`src/rtl/zigzag_sweep_counter_pkg.sv`:
```
// rtl/zigzag_sweep_counter_pkg.sv - shared phase encodings and MAX helper for the zig-zag sweep counter
package zigzag_sweep_counter_pkg;

    localparam logic PH_ZIGZAG  = 1'b0;
    localparam logic PH_DESCENT = 1'b1;

    function automatic int unsigned max_from_width(input int unsigned width);
        return (32'd1 << width) - 32'd1;
    endfunction

endpackage

```
`src/rtl/zigzag_sweep_counter_if.sv`:
```
// rtl/zigzag_sweep_counter_if.sv - control/status bundle of the zig-zag sweep counter
interface zigzag_sweep_counter_if #(
    parameter int WIDTH = 6
);
    logic             en;
    logic             clr;
    logic [WIDTH-1:0] out;
    logic             phase;
    logic [WIDTH:0]   step;
    logic             done;

    modport master (
        output en,
        output clr,
        input  out,
        input  phase,
        input  step,
        input  done
    );

    modport slave (
        input  en,
        input  clr,
        output out,
        output phase,
        output step,
        output done
    );
endinterface

```
`src/rtl/zigzag_sweep_counter_step_alu.sv`:
```
// rtl/zigzag_sweep_counter_step_alu.sv - combinational next value/step/phase of the zig-zag sweep
module zigzag_step_alu
    import zigzag_sweep_counter_pkg::*;
#(
    parameter int WIDTH = 6
) (
    input  logic [WIDTH-1:0] i_out,
    input  logic             i_phase,
    input  logic [WIDTH:0]   i_step,
    output logic [WIDTH-1:0] o_out,
    output logic             o_phase,
    output logic [WIDTH:0]   o_step,
    output logic             o_wrap
);

    localparam logic [WIDTH:0] MAX_W = (WIDTH+1)'(max_from_width(WIDTH));
    localparam logic [WIDTH:0] ONE_W = (WIDTH+1)'(1);

    // All arithmetic is one bit wider than out so k = 2^WIDTH and out+k never wrap.
    logic [WIDTH:0] w_cur;
    logic [WIDTH:0] w_k;
    logic [WIDTH:0] w_sum;
    logic [WIDTH:0] w_d;
    logic [WIDTH:0] w_nxt;

    assign w_cur = {1'b0, i_out};
    assign w_k   = i_step + ONE_W;
    assign w_sum = w_cur + w_k;
    assign w_d   = ONE_W << i_step;

    always_comb begin
        w_nxt   = w_cur;
        o_phase = i_phase;
        o_step  = i_step;
        o_wrap  = 1'b0;
        if (i_phase == PH_ZIGZAG) begin
            if (w_cur > w_k) begin
                w_nxt = w_cur - w_k;
            end else if (w_sum > MAX_W) begin
                w_nxt = MAX_W;
            end else begin
                w_nxt = w_sum;
            end
            if (w_nxt == MAX_W) begin
                o_phase = PH_DESCENT;
                o_step  = '0;
            end else begin
                o_step  = w_k;
            end
        end else begin
            if (w_cur >= w_d) begin
                w_nxt = w_cur - w_d;
            end else begin
                w_nxt = '0;
            end
            if (w_nxt == '0) begin
                o_phase = PH_ZIGZAG;
                o_step  = '0;
                o_wrap  = 1'b1;
            end else begin
                o_step  = i_step + ONE_W;
            end
        end
        o_out = w_nxt[WIDTH-1:0];
    end

endmodule

```
`src/rtl/zigzag_sweep_counter.sv`:
```
// rtl/zigzag_sweep_counter.sv - two-phase zig-zag / binary-descent sweep counter; ZIGZAG_ONESHOT_EN parks after one sweep
module zigzag_sweep_counter
    import zigzag_sweep_counter_pkg::*;
#(
    parameter int WIDTH = 6
) (
    input  logic                   i_clk,
    input  logic                   i_rst_n,
    zigzag_sweep_counter_if.slave  bus
);

    logic [WIDTH-1:0] r_out;
    logic             r_phase;
    logic [WIDTH:0]   r_step;
    logic             r_done;

    logic [WIDTH-1:0] w_nxt_out;
    logic             w_nxt_phase;
    logic [WIDTH:0]   w_nxt_step;
    logic             w_wrap;
    logic             w_adv;

    zigzag_step_alu #(
        .WIDTH (WIDTH)
    ) u_alu (
        .i_out   (r_out),
        .i_phase (r_phase),
        .i_step  (r_step),
        .o_out   (w_nxt_out),
        .o_phase (w_nxt_phase),
        .o_step  (w_nxt_step),
        .o_wrap  (w_wrap)
    );

`ifdef ZIGZAG_ONESHOT_EN
    logic r_parked;

    assign w_adv = bus.en & ~r_parked;

    always_ff @(posedge i_clk or negedge i_rst_n) begin
        if (!i_rst_n) begin
            r_parked <= 1'b0;
        end else if (bus.clr) begin
            r_parked <= 1'b0;
        end else if (w_adv && w_wrap) begin
            r_parked <= 1'b1;
        end
    end
`else
    assign w_adv = bus.en;
`endif

    always_ff @(posedge i_clk or negedge i_rst_n) begin
        if (!i_rst_n) begin
            r_out   <= '0;
            r_phase <= PH_ZIGZAG;
            r_step  <= '0;
            r_done  <= 1'b0;
        end else if (bus.clr) begin
            r_out   <= '0;
            r_phase <= PH_ZIGZAG;
            r_step  <= '0;
            r_done  <= 1'b0;
        end else begin
            // done is a single-cycle pulse alongside out returning to 0
            r_done <= w_adv & w_wrap;
            if (w_adv) begin
                r_out   <= w_nxt_out;
                r_phase <= w_nxt_phase;
                r_step  <= w_nxt_step;
            end
        end
    end

    assign bus.out   = r_out;
    assign bus.phase = r_phase;
    assign bus.step  = r_step;
    assign bus.done  = r_done;

endmodule

```
`src/flat_wrapper.sv`:
```
// flat-port wrapper written by rule: the top's interface ports become plain ports
module zigzag_sweep_counter_flat import zigzag_sweep_counter_pkg::*;
#(
    parameter int WIDTH = 6
)
  (i_clk, i_rst_n, bus_en, bus_clr, bus_out, bus_phase, bus_step, bus_done);
  zigzag_sweep_counter_if #(.WIDTH(WIDTH)) bus_i ();
  input  logic i_clk;
  input  logic i_rst_n;
  input wire logic [$bits(bus_i.en)-1:0] bus_en;
  input wire logic [$bits(bus_i.clr)-1:0] bus_clr;
  output wire logic [$bits(bus_i.out)-1:0] bus_out;
  output wire logic [$bits(bus_i.phase)-1:0] bus_phase;
  output wire logic [$bits(bus_i.step)-1:0] bus_step;
  output wire logic [$bits(bus_i.done)-1:0] bus_done;
  assign bus_i.en = bus_en;
  assign bus_i.clr = bus_clr;
  assign bus_out = bus_i.out;
  assign bus_phase = bus_i.phase;
  assign bus_step = bus_i.step;
  assign bus_done = bus_i.done;
  zigzag_sweep_counter #(.WIDTH(WIDTH)) u_core (.i_clk(i_clk), .i_rst_n(i_rst_n), .bus(bus_i));
endmodule
```
`config.mk`:
```
export PLATFORM = sky130hd
export DESIGN_NAME = zigzag_sweep_counter_flat
export DESIGN_NICKNAME = d
export VERILOG_FILES = /design/src/rtl/zigzag_sweep_counter_pkg.sv /design/src/rtl/zigzag_sweep_counter_if.sv /design/src/rtl/zigzag_sweep_counter_step_alu.sv /design/src/rtl/zigzag_sweep_counter.sv /design/src/flat_wrapper.sv
export SDC_FILE = /design/constraint.sdc
export NUM_CORES = 1
export LEC_CHECK = 0
export ABC_AREA = 0
export CAP_MARGIN = 10
export CORE_MARGIN = 2
export CORE_UTILIZATION = 40
export DETAILED_ROUTE_END_ITERATION = 16
export GPL_ROUTABILITY_DRIVEN = 0
export PLACE_DENSITY = 0.58
export SETUP_SLACK_MARGIN = 0.3
export SLEW_MARGIN = 20
export SYNTH_ARGS = -nofsm -noshare
export SYNTH_HDL_FRONTEND = slang
export SYNTH_HIERARCHICAL = 1
export SYNTH_SLANG_ARGS = --single-unit
```
`constraint.sdc`:
```
create_clock -name i_clk -period 8.35 [get_ports i_clk]
set_clock_uncertainty 0.15 [all_clocks]
set_input_delay 1.2525 -clock i_clk [delete_from_list [all_inputs] [get_ports i_clk]]
set_output_delay 1.2525 -clock i_clk [all_outputs]
set_load 0.01 [all_outputs]
```
==> flow_metrics.py <==
metrics = {
    "sta": {
        "slew_headroom_pct": 39.4,
        "max_freq_ghz": 0.237,
        "tightestPinTransition_ns": 0.906,
        "maxSlewViolCount": 0,
        "rsz0062_at_grt": "false",
        "fin_crit_sh_pct": 50.5,
        "fin_tns_setup_ns": 0,
        "fin_crit_ns": 4.22,
        "finalHoldViolCount": 0,
        "finalSetupViolCount": 0,
        "holdWs_ns": 0.494,
    },
    "finish": {
        "syn_to_final_growth_pct": 12.6,
        "fill_cells": 468,
        "drive_gt1_share_pct": 4.60,
        "fin_nets": 268,
        "n_antenna_cell": 0,
    },
    "power_and_ir_drop": {
        "leakage_nw": 0.952,
        "p_int_uw": 301,
        "p_comb_share_pct": 72.8,
        "netSwitchingFraction_pct": 51.3,
        "powerDensity_nw_per_um2": 287,
        "power.switching_uw": 318,
        "seq_power_share_pct": 17.0,
        "ir_worst_vdd_uv": 171,
        "pwr-share-clk_pct": 10.2,
        "total_power_uw": 619,
    },
    "synthesis": {
        "synth_top_family_by_area": "compound AO/OA/AOI/OAI gates",
        "synthMuxAreaShare_pct": 7.85,
        "synthFlopType": "dfrtp_1",
        "syn-cell-area_um2": 1910,
        "synthAdderAreaFrac_pct": 16.9,
        "synthArstFlopShare_pct": 100,
        "synth-simple-area-share_pct": 22.0,
        "synth_seq_area_share_pct": 19.6,
        "synth_seq_cells": 15,
        "synth_compound_gate_area_share_pct": 22.3,
        "synth_xor_area_share_pct": 5.50,
        "synth.avg_cell_area_um2": 8.57,
        "synth-edff-count": 0,
        "syn_inst": 223,
        "ys.warnings.count": 6,
        "synth_cell_types": 54,
        "syn-num-nets": 251,
    },
    "routing": {
        "avgRoutedWirePerCell_um": 17.1,
        "drcViolationCount": 0,
        "totalWireLength_um": 5000,
        "ant_nets": 0,
        "vias": 1722,
        "drt-initial-drc-count": 94,
        "routed_via_density": 5.88,
        "drtPass1Iterations": 4,
    },
    "setup_path": {
        "cp_max_fo": 8,
        "worst-path-stages": 15,
        "critPathCaptureType": "flop",
        "slowest_delay_ns": 0.61,
        "worstPathRequired_ns": 8.32,
        "crit_path_end": "u_core/bus.step[0]$_DFFE_PN0P_",
        "r2r_start": "u_core/bus.step[5]$_DFFE_PN0P_",
        "crit_start": "u_core/bus.step[5]$_DFFE_PN0P_",
        "worst_r2r_path_depth": 15,
        "rrSetupSlack_ns": 4.13,
        "cp.buffers_inverters": 1,
        "path_cells": "nor4_1 -> nor2b_1 -> and3_1 -> ha_1 -> inv_1 -> fa_1 -> a21oi_1 -> nor2b_1 -> nor2_1 -> xnor2_1 -> or4_1 -> a21boi_2 -> a311oi_1 -> mux2i_1 -> nor2_1",
        "path_class": "reg2reg",
        "r2r-end": "u_core/bus.step[0]$_DFFE_PN0P_",
        "critical_path.slowest_cell": "nor4_1",
        "crit_family": "simple AND/OR/NAND/NOR gates",
        "worstPathArrival_ns": 4.19,
        "cp-start-kind": "flop",
    },
    "floorplan": {
        "die_w_um": 73.1,
        "fp.dieH_um": 73.1,
        "start_util_pct": 41.0,
        "rows": 25,
        "die_area_um2": 5350,
        "num_io_pins": 19,
        "coreArea_um2": 4660,
    },
    "placed_design": {
        "dpl.hpwl_um": 3990,
        "port_buffers": 18,
    },
    "grt": {
        "grt_pass1_vias": 1664,
        "grt_usage_pct": 20.7,
        "antenna_found_initial": 0,
        "grt_pass1_wl_um": 8460,
        "grt-ovfl-total": 0,
        "grt_max_degree": 16,
    },
    "clock_tree": {
        "tritoncts": "yes",
        "cts_max_path_buffers": 2,
        "cts_resized": 0,
        "cts_setup_buffers": 0,
        "path_clk_slew_ns": 0.07,
        "ctsHoldBuffers": 0,
        "htreeDepth": 1,
        "numCtsBuffers": 3,
        "root_buffer": "clkbuf_8",
        "cts.sinks": 15,
        "clk_latency_ns": 0.26,
    },
    "status": {
        "status": "finished clean",
    },
    "hold_path": {
        "hold_path.class": "reg2reg",
    },
    "run": {
        "cap_violations": 0,
    },
}
## cell families after synthesis
kind of cell    after synthesis
xor+xnor                     12
compound gates               55
fa+ha+maj                    24
flops                        15
buf+inv                      22
mux                          15
simple gates                 80
## synthesized netlist by cell type, types with 7 or more instances
cell      instances  area share, %
nor3_1            7            1.8
o21ai_0           7            1.8
ha_1             21             14
mux2i_1          15            7.9
a21oi_1           8            2.1
nand2_1          11            2.2
inv_1            16            3.1
nor2_1           26            5.1
a311oi_1          8            3.7
dfrtp_1          15             20
xnor2_1           7            3.2
nand3_1          10            2.6
## layout by cell type, fill, tap and decap left out, drive strengths merged, types with 2 or more instances in the layout
| master | Yosys | routed |
|---|---|---|
| ha | 21 | 21 |
| a211oi | 2 | 2 |
| o211ai | 3 | 3 |
| or3 | 2 | 2 |
| o32ai | 2 | 2 |
| nand2 | 11 | 11 |
| nor4 | 3 | 3 |
| nor3 | 9 | 9 |
| o31ai | 2 | 2 |
| and3 | 3 | 3 |
| a21o | 5 | 5 |
| and2 | 3 | 3 |
| fa | 3 | 3 |
| nand3 | 11 | 11 |
| clkdlybuf4s50 | 0 | 18 |
| mux2i | 15 | 15 |
| inv | 16 | 16 |
| a21boi | 2 | 2 |
| o21ai | 8 | 8 |
| nor2 | 26 | 26 |
| dfrtp | 15 | 15 |
| a21oi | 8 | 8 |
| o21a | 4 | 4 |
| xor2 | 5 | 5 |
| nor2b | 5 | 5 |
| a311oi | 9 | 9 |
| xnor2 | 7 | 7 |
| clkbuf | 1 | 3 |
## per-layer routing
layer | wire length [µm] | GRT usage (%) | vias up
met1 | 2410 | 29.0 | 811
met3 | 186 | 2.07 | 7
met4 | 75 | 5.56 | 0
met2 | 2330 | 33.7 | 52
met5 | 0 | 0 | -
li1 | - | - | 852
## metrics by stage
step,cells,util [%],setup WS (ns),cell area [µm²]
floorplan,223,-,4.75,1910
global route,293,46.2,3.85,2150
detailed placement,289,45.2,4.23,2110
global placement,289,45.2,4.14,2110
CTS,293,46.2,4.22,2150
finish,293,46.2,4.13,2150
## worst min path at each step
stage                                               from                              to  slack (ns)  cells past startpoint
final                      u_core/bus.out[0]$_DFFE_PN0P_   u_core/bus.out[0]$_DFFE_PN0P_        0.49                      2
after CTS                  u_core/bus.out[0]$_DFFE_PN0P_   u_core/bus.out[0]$_DFFE_PN0P_        0.49                      2
after global routing       u_core/bus.out[0]$_DFFE_PN0P_   u_core/bus.out[0]$_DFFE_PN0P_        0.54                      2
after floorplan           u_core/bus.step[2]$_DFFE_PN0P_  u_core/bus.step[2]$_DFFE_PN0P_        0.42                      2
after global placement    u_core/bus.step[4]$_DFFE_PN0P_  u_core/bus.step[4]$_DFFE_PN0P_        0.47                      2
after detailed placement   u_core/bus.out[0]$_DFFE_PN0P_   u_core/bus.out[0]$_DFFE_PN0P_        0.48                      2
## power by group through the flow
stage	clock network [mW]	logic [mW]	registers (mW)
after detailed placement	0	0.443	0.108
final	0.0629	0.451	0.105
after global routing	0.0670	0.497	0.109
after CTS	0.0646	0.446	0.107
after global placement	0	0.447	0.108
after floorplan	0	0.335	0.103
## worst min-delay path: stages, from the launching register on
cell,delay [ns]
dfrtp_1,0.42
mux2i_1,0.09
nor2_1,0.09
## sequential cells by signal (all words and copies together), names as in the netlist
| name | cells |
|---|---|
| u_core/bus.out | 6 |
| u_core/bus.step | 7 |
| u_core/bus.done | 1 |
| u_core/bus.phase | 1 |
## layout make-up
type,count,area (µm²),area share (%)
Clock inverter,1,5.00,0.232
Inverter,16,60.1,2.79
Multi-Input combinational cell,186,1420,66.1
Timing Repair Buffer,18,180,8.37
Clock buffer,3,41.3,1.92
Tap cell,54,67.6,3.14
Sequential cell,15,375,17.4
Power figures use the tool's default switching activity.
